`src/rtl/two_bit_product_pkg.sv`:
```
// Shared widths for the two-bit multiplier slice.
package two_bit_product_pkg;
    localparam int OPERAND_W     = 2;
    localparam int PRODUCT_W     = 4;
    localparam int CNT_W_DEFAULT = 8;
endpackage

```
`src/rtl/two_bit_product_half_adder.sv`:
```
// Single-bit half adder used to reduce the partial-product columns.
module half_adder (
    input  logic x,
    input  logic y,
    output logic s,
    output logic c
);
    assign s = x ^ y;
    assign c = x & y;
endmodule

```
`src/rtl/two_bit_product.sv`:
```
// 2x2 unsigned array multiplier with a registered, valid-qualified result
// and a wrapping count of accepted operand pairs.
module two_bit_product
    import two_bit_product_pkg::*;
#(
    parameter int CNT_W = CNT_W_DEFAULT
) (
    input  logic                 clk,
    input  logic                 rst,
    input  logic [OPERAND_W-1:0] a,
    input  logic [OPERAND_W-1:0] b,
    input  logic                 in_valid,
    output logic [PRODUCT_W-1:0] res,
    output logic [PRODUCT_W-1:0] res_q,
    output logic                 out_valid,
    output logic [CNT_W-1:0]     op_count
);
    logic                 pp00, pp01, pp10, pp11;
    logic                 sum1, c1, sum2, c2;
    logic [PRODUCT_W-1:0] res_p0;
    logic [PRODUCT_W-1:0] res_p1;
    logic                 vld_p1;
    logic [CNT_W-1:0]     cnt_p1;

    // Stage p0: partial products and column reduction, purely combinational
    always_comb begin
        pp00 = a[0] & b[0];
        pp10 = a[1] & b[0];
        pp01 = a[0] & b[1];
        pp11 = a[1] & b[1];
    end

    half_adder u_ha_col1 (
        .x (pp10),
        .y (pp01),
        .s (sum1),
        .c (c1)
    );

    half_adder u_ha_col2 (
        .x (pp11),
        .y (c1),
        .s (sum2),
        .c (c2)
    );

    assign res_p0 = {c2, sum2, sum1, pp00};
    assign res    = res_p0;

    // Stage p1: result register, valid flag and accepted-pair counter
    always_ff @(posedge clk) begin
        if (!rst) begin
            res_p1 <= '0;
            vld_p1 <= 1'b0;
            cnt_p1 <= '0;
        end else begin
            vld_p1 <= in_valid;
            if (in_valid) begin
                res_p1 <= res_p0;
                cnt_p1 <= cnt_p1 + CNT_W'(1);
            end
        end
    end

    assign res_q     = res_p1;
    assign out_valid = vld_p1;
    assign op_count  = cnt_p1;
endmodule

```
`config.mk`:
```
export PLATFORM = sky130hd
export DESIGN_NAME = two_bit_product
export DESIGN_NICKNAME = d
export VERILOG_FILES = /design/src/rtl/two_bit_product_pkg.sv /design/src/rtl/two_bit_product_half_adder.sv /design/src/rtl/two_bit_product.sv
export SDC_FILE = /design/constraint.sdc
export NUM_CORES = 1
export LEC_CHECK = 0
export ABC_AREA = 1
export CAP_MARGIN = 20
export CORE_AREA = 5 5 44 46
export CTS_CLUSTER_SIZE = 8
export DETAILED_ROUTE_END_ITERATION = 10
export DIE_AREA = 0 0 49 51
export PLACE_DENSITY_LB_ADDON = 0.25
export SLEW_MARGIN = 20
export SYNTH_ARGS = -nofsm -noshare
export SYNTH_HDL_FRONTEND = slang
export SYNTH_SLANG_ARGS = --single-unit
```
`constraint.sdc`:
```
create_clock -name clk -period 3.6 [get_ports clk]
set_clock_uncertainty 0.2 [all_clocks]
set_input_delay 0.36 -clock clk [delete_from_list [all_inputs] [get_ports clk]]
set_output_delay 0.36 -clock clk [all_outputs]
set_load 0.05 [all_outputs]
```
---- Yosys cells after proc, flatten, opt, wreduce, memory -nomap -nowiden ----
Index checks and enable logic that the tools add are counted.
cells by class
  eq/ne operators ......................... 0
  shift operators ......................... 0
  div/mod/pow operators ................... 0
  add/sub/neg operators ................... 1
  bitwise logic cells ..................... 8
  reduce and logical (&&, ||, !) cells .... 0
  magnitude comparators ................... 0
  mux-type cells .......................... 0
  $mul .................................... 0
operators with widths
  operator             number
  $add 8x1->8 const B  1
  $and 1x1->1          6
  $xor 1x1->1          2
storage, ports and cells
  bits in writable memories ............... 0
  bits in registers ....................... 13
  latch bits .............................. 0
  memories kept ........................... 0
  output and inout bits ................... 17
  memory bits (read-only) ................. 0

---- Depth between registers and ports, before layout ----
  depth in word-level cells ............... 3
  depth in mapped cells ................... 6
  mapped depth without buffers ............ 6

---- Hierarchy ----
A second synthesis with hierarchy kept.
unflattened totals
  cells, all modules ...................... 83
  area, all modules ....................... 609.3 um2
by module, submodules not included
  module           area an instance (um2)  instances  cells an instance
  two_bit_product  584.3                   1          81
  half_adder       12.5                    2          1

---- Least setup slack after synthesis ----
No wires, ideal clock.
  path type ............................... input to output
  start point ............................. input a[1]
  end point ............................... output res[2]
  data arrival time ....................... 1.084 ns
  slack ................................... 1.956 ns
  path buffers ............................ 1
  required time ........................... 3.040 ns
  cell stages on the path ................. 5
  path through ............................ nand2_1 -> inv_1 -> ha_1 -> ha_1 -> buf_4
between the ends
  word-level cells in the longest chain between the ends .. 3
  elaborated cells between the ends (all ways) .. 4
  those cells by class .................... bitwise (4)
ends and longest elaborated chain
  item             RTL line                         text
  start, declared  two_bit_product.sv:10            input logic [OPERAND_W-1:0] a,
  $and 1x1->1      two_bit_product.sv:28            pp10 = a[1] & b[0];
  $and 1x1->1      two_bit_product_half_adder.sv:9  assign c = x & y;
  $xor 1x1->1 (*)  two_bit_product_half_adder.sv:8  assign s = x ^ y;
  end, declared    two_bit_product.sv:13            output logic [PRODUCT_W-1:0] res,
Every way passes the cells marked *; elsewhere a longest branch is shown, timed or not.

---- Worst setup path after layout ----
Same ends and word-level chain as after synthesis.

==> results.json <==
{
  "fp.dieH_um": 51,
  "viasPerCell": 4.633,
  "p_sw_frac": 0.3056,
  "p_leak_nw": 0.3822,
  "criticalPathCategory": "in2out",
  "route.detailed.drc": 0,
  "io_buffers": 23,
  "start_kind": "input pin",
  "postCtsSetupBuffers": 0,
  "status": "finished clean",
  "antenna_found_initial": 0,
  "relSlewSlack": 0.6635,
  "final_common_cell": "clkdlybuf4s50_1",
  "ctsHoldBuffers": 0,
  "p_switching_mw": 0.09585,
  "cts_buffers": 3,
  "drtAntennaViolNets": 0,
  "fmax_ghz": 0.3673,
  "grt_use_total": 0.1184,
  "cts_tree": "yes",
  "holdWs_ns": 0.3045,
  "peakVddDrop_v": 0.0002188,
  "seqCellArea_um2": 260.3,
  "antenna_cells": 0,
  "cts_resized": 0,
  "synth_seq_cells": 13,
  "drt_iter0_drc": 9,
  "clockRootBuffer": "clkbuf_4",
  "power_density_nw_per_um2": 370.8,
  "tns_ns": 0,
  "fillCellCount": 146,
  "setup_violations": 0,
  "grt_pass1_wl_um": 2242,
  "path_clk_slew_ns": 0.07,
  "h-tree-depth": 1,
  "hold_class": "reg2reg",
  "dr_total_vias": 556,
  "fin_crit_ns": 2.723,
  "wirelength_um": 1281,
  "seqPwrFrac": 0.489,
  "critPathRequiredTime_ns": 3.04,
  "grt_overflow": 0,
  "num_rows": 14,
  "die_w_um": 49,
  "rsz0062_at_grt": "false",
  "tightest_slew_ns": 0.5032,
  "grt_pass1_vias": 538,
  "mappedNetlistArea_um2": 609.3,
  "hpwlAfterDp_um": 998.2,
  "clkPwrFrac": 0.285,
  "final_cell_mix": "clkdlybuf4s50_1 (23), nand2_1 (14), nor2_1 (14), dfxtp_1 (13), inv_1 (11)",
  "yosysUniqueCellTypes": 14,
  "ioPinCount": 24,
  "worstSkewPairLatency_ns": 0.28,
  "netlist_instances": 83,
  "grt_start_max_net_pins": 14,
  "core_area_um2": 1471,
  "dieArea_um2": 2499,
  "dr.pass1.iters": 5,
  "arrival_ns": 2.16,
  "final_hold_viol_count": 0,
  "post_drt_wl_per_cell_um": 10.68,
  "worst_setup_path_end_kind": "output port",
  "synth_area_per_cell_um2": 7.341,
  "clk_path_buf_depth": 2,
  "slew_viol_final": 0,
  "p_int_mw": 0.2178,
  "power_frac_comb": 0.227,
  "cap_violations": 0,
  "initial_core_util": 0.4141,
  "worstPathMaxFanout": 2,
  "cts_sinks": 13,
  "synth-seq-area-share": 0.4271,
  "num-nets-final": 115,
  "multi_input_area_um2": 267.8,
  "syn_to_final_growth_pct": 38.81,
  "ys_warn_count": 0,
  "gp_congestion": 0.6877,
  "final_layout_size_suffix_gt1_frac": 0.06731,
  "period_share": 0.7564,
  "synth_nets": 93
}
-- synthesized netlist by cell type --
library cell	number	area, um2
buf_2	2	10.01
buf_4	4	30.03
nand2_2	2	12.51
inv_1	11	41.29
nand3_1	2	10.01
nand4_1	1	6.260
o21ai_0	8	40.04
nor2_4	1	11.26
dfxtp_1	13	260.3
a21oi_1	7	35.03
nor2_1	14	52.55
nand2_1	14	52.55
nand3_2	1	10.01
ha_1	3	37.54
-- registers in the layout, indices dropped and copies added (netlist names) --
signal     count
op_count       8
res_q          4
out_valid      1
-- area by class of cell --
class / instances / area share
Tap cell: 16 / 0.02367
Timing Repair Buffer: 23 / 0.2722
Sequential cell: 13 / 0.3077
Inverter: 11 / 0.04882
Clock buffer: 4 / 0.03107
Multi-Input combinational cell: 53 / 0.3166
-- power by group through the flow --
stage | registers (mW) | clock network, mW | logic [mW]
2_1_floorplan | 0.176 | 0 | 0.0297
3_3_place_gp | 0.157 | 0 | 0.0709
3_5_place_dp | 0.157 | 0 | 0.0717
4_1_cts | 0.153 | 0.0949 | 0.0720
5_1_grt | 0.154 | 0.104 | 0.0762
6_report | 0.153 | 0.0892 | 0.0710
-- per-layer routing --
layer | global-route usage | up-vias | routed length [um]
li1 | - | 300 | -
met1 | 0.1332 | 239 | 591
met2 | 0.1783 | 15 | 565
met3 | 0.07267 | 2 | 113
met4 | 0.05381 | 0 | 10
met5 | 0 | - | 0
-- critical path, cell delays in order --
cell,delay (ns)
clkdlybuf4s50_1,0.42
nand2_1,0.08
inv_1,0.04
ha_1,0.19
ha_1,0.28
clkdlybuf4s50_1,0.80
-- per-stage QoR --
step                  util  area, um2  setup WS, ns  total power, mW  std cells
floorplan                -      609.3         1.956           0.2058         83
global placement    0.5570      819.5        0.8898           0.2275        116
detailed placement  0.5570      819.5        0.8721           0.2286        116
CTS                 0.5748      845.8        0.8718           0.3203        120
global route        0.5748      845.8        0.7881           0.3345        120
finish              0.5748      845.8        0.8771           0.3136        120
-- kinds of logic (layout without fill, tap and decap cells) --
group	Yosys count	in the layout	share of synthesized area
compound gates	15	15	0.1232
fa+ha+maj	3	3	0.06161
simple gates	35	35	0.2546
buf+inv	17	38	0.1335
flops	13	13	0.4271
-- path summary, 6_finish.rpt --
| path | startpoint | endpoint | slack, ns | cells after the start |
|---|---|---|---|---|
| hold / removal | res_q[2] | res_q[2] | 0.30 | 2 |
| setup / recovery | a[1] | res[2] | 0.88 | 6 |
| setup reg to reg | op_count[0] | op_count[6] | 2.24 | 6 |
| hold reg to reg | res_q[2] | res_q[2] | 0.30 | 2 |
Power figures use the tool's default switching activity.
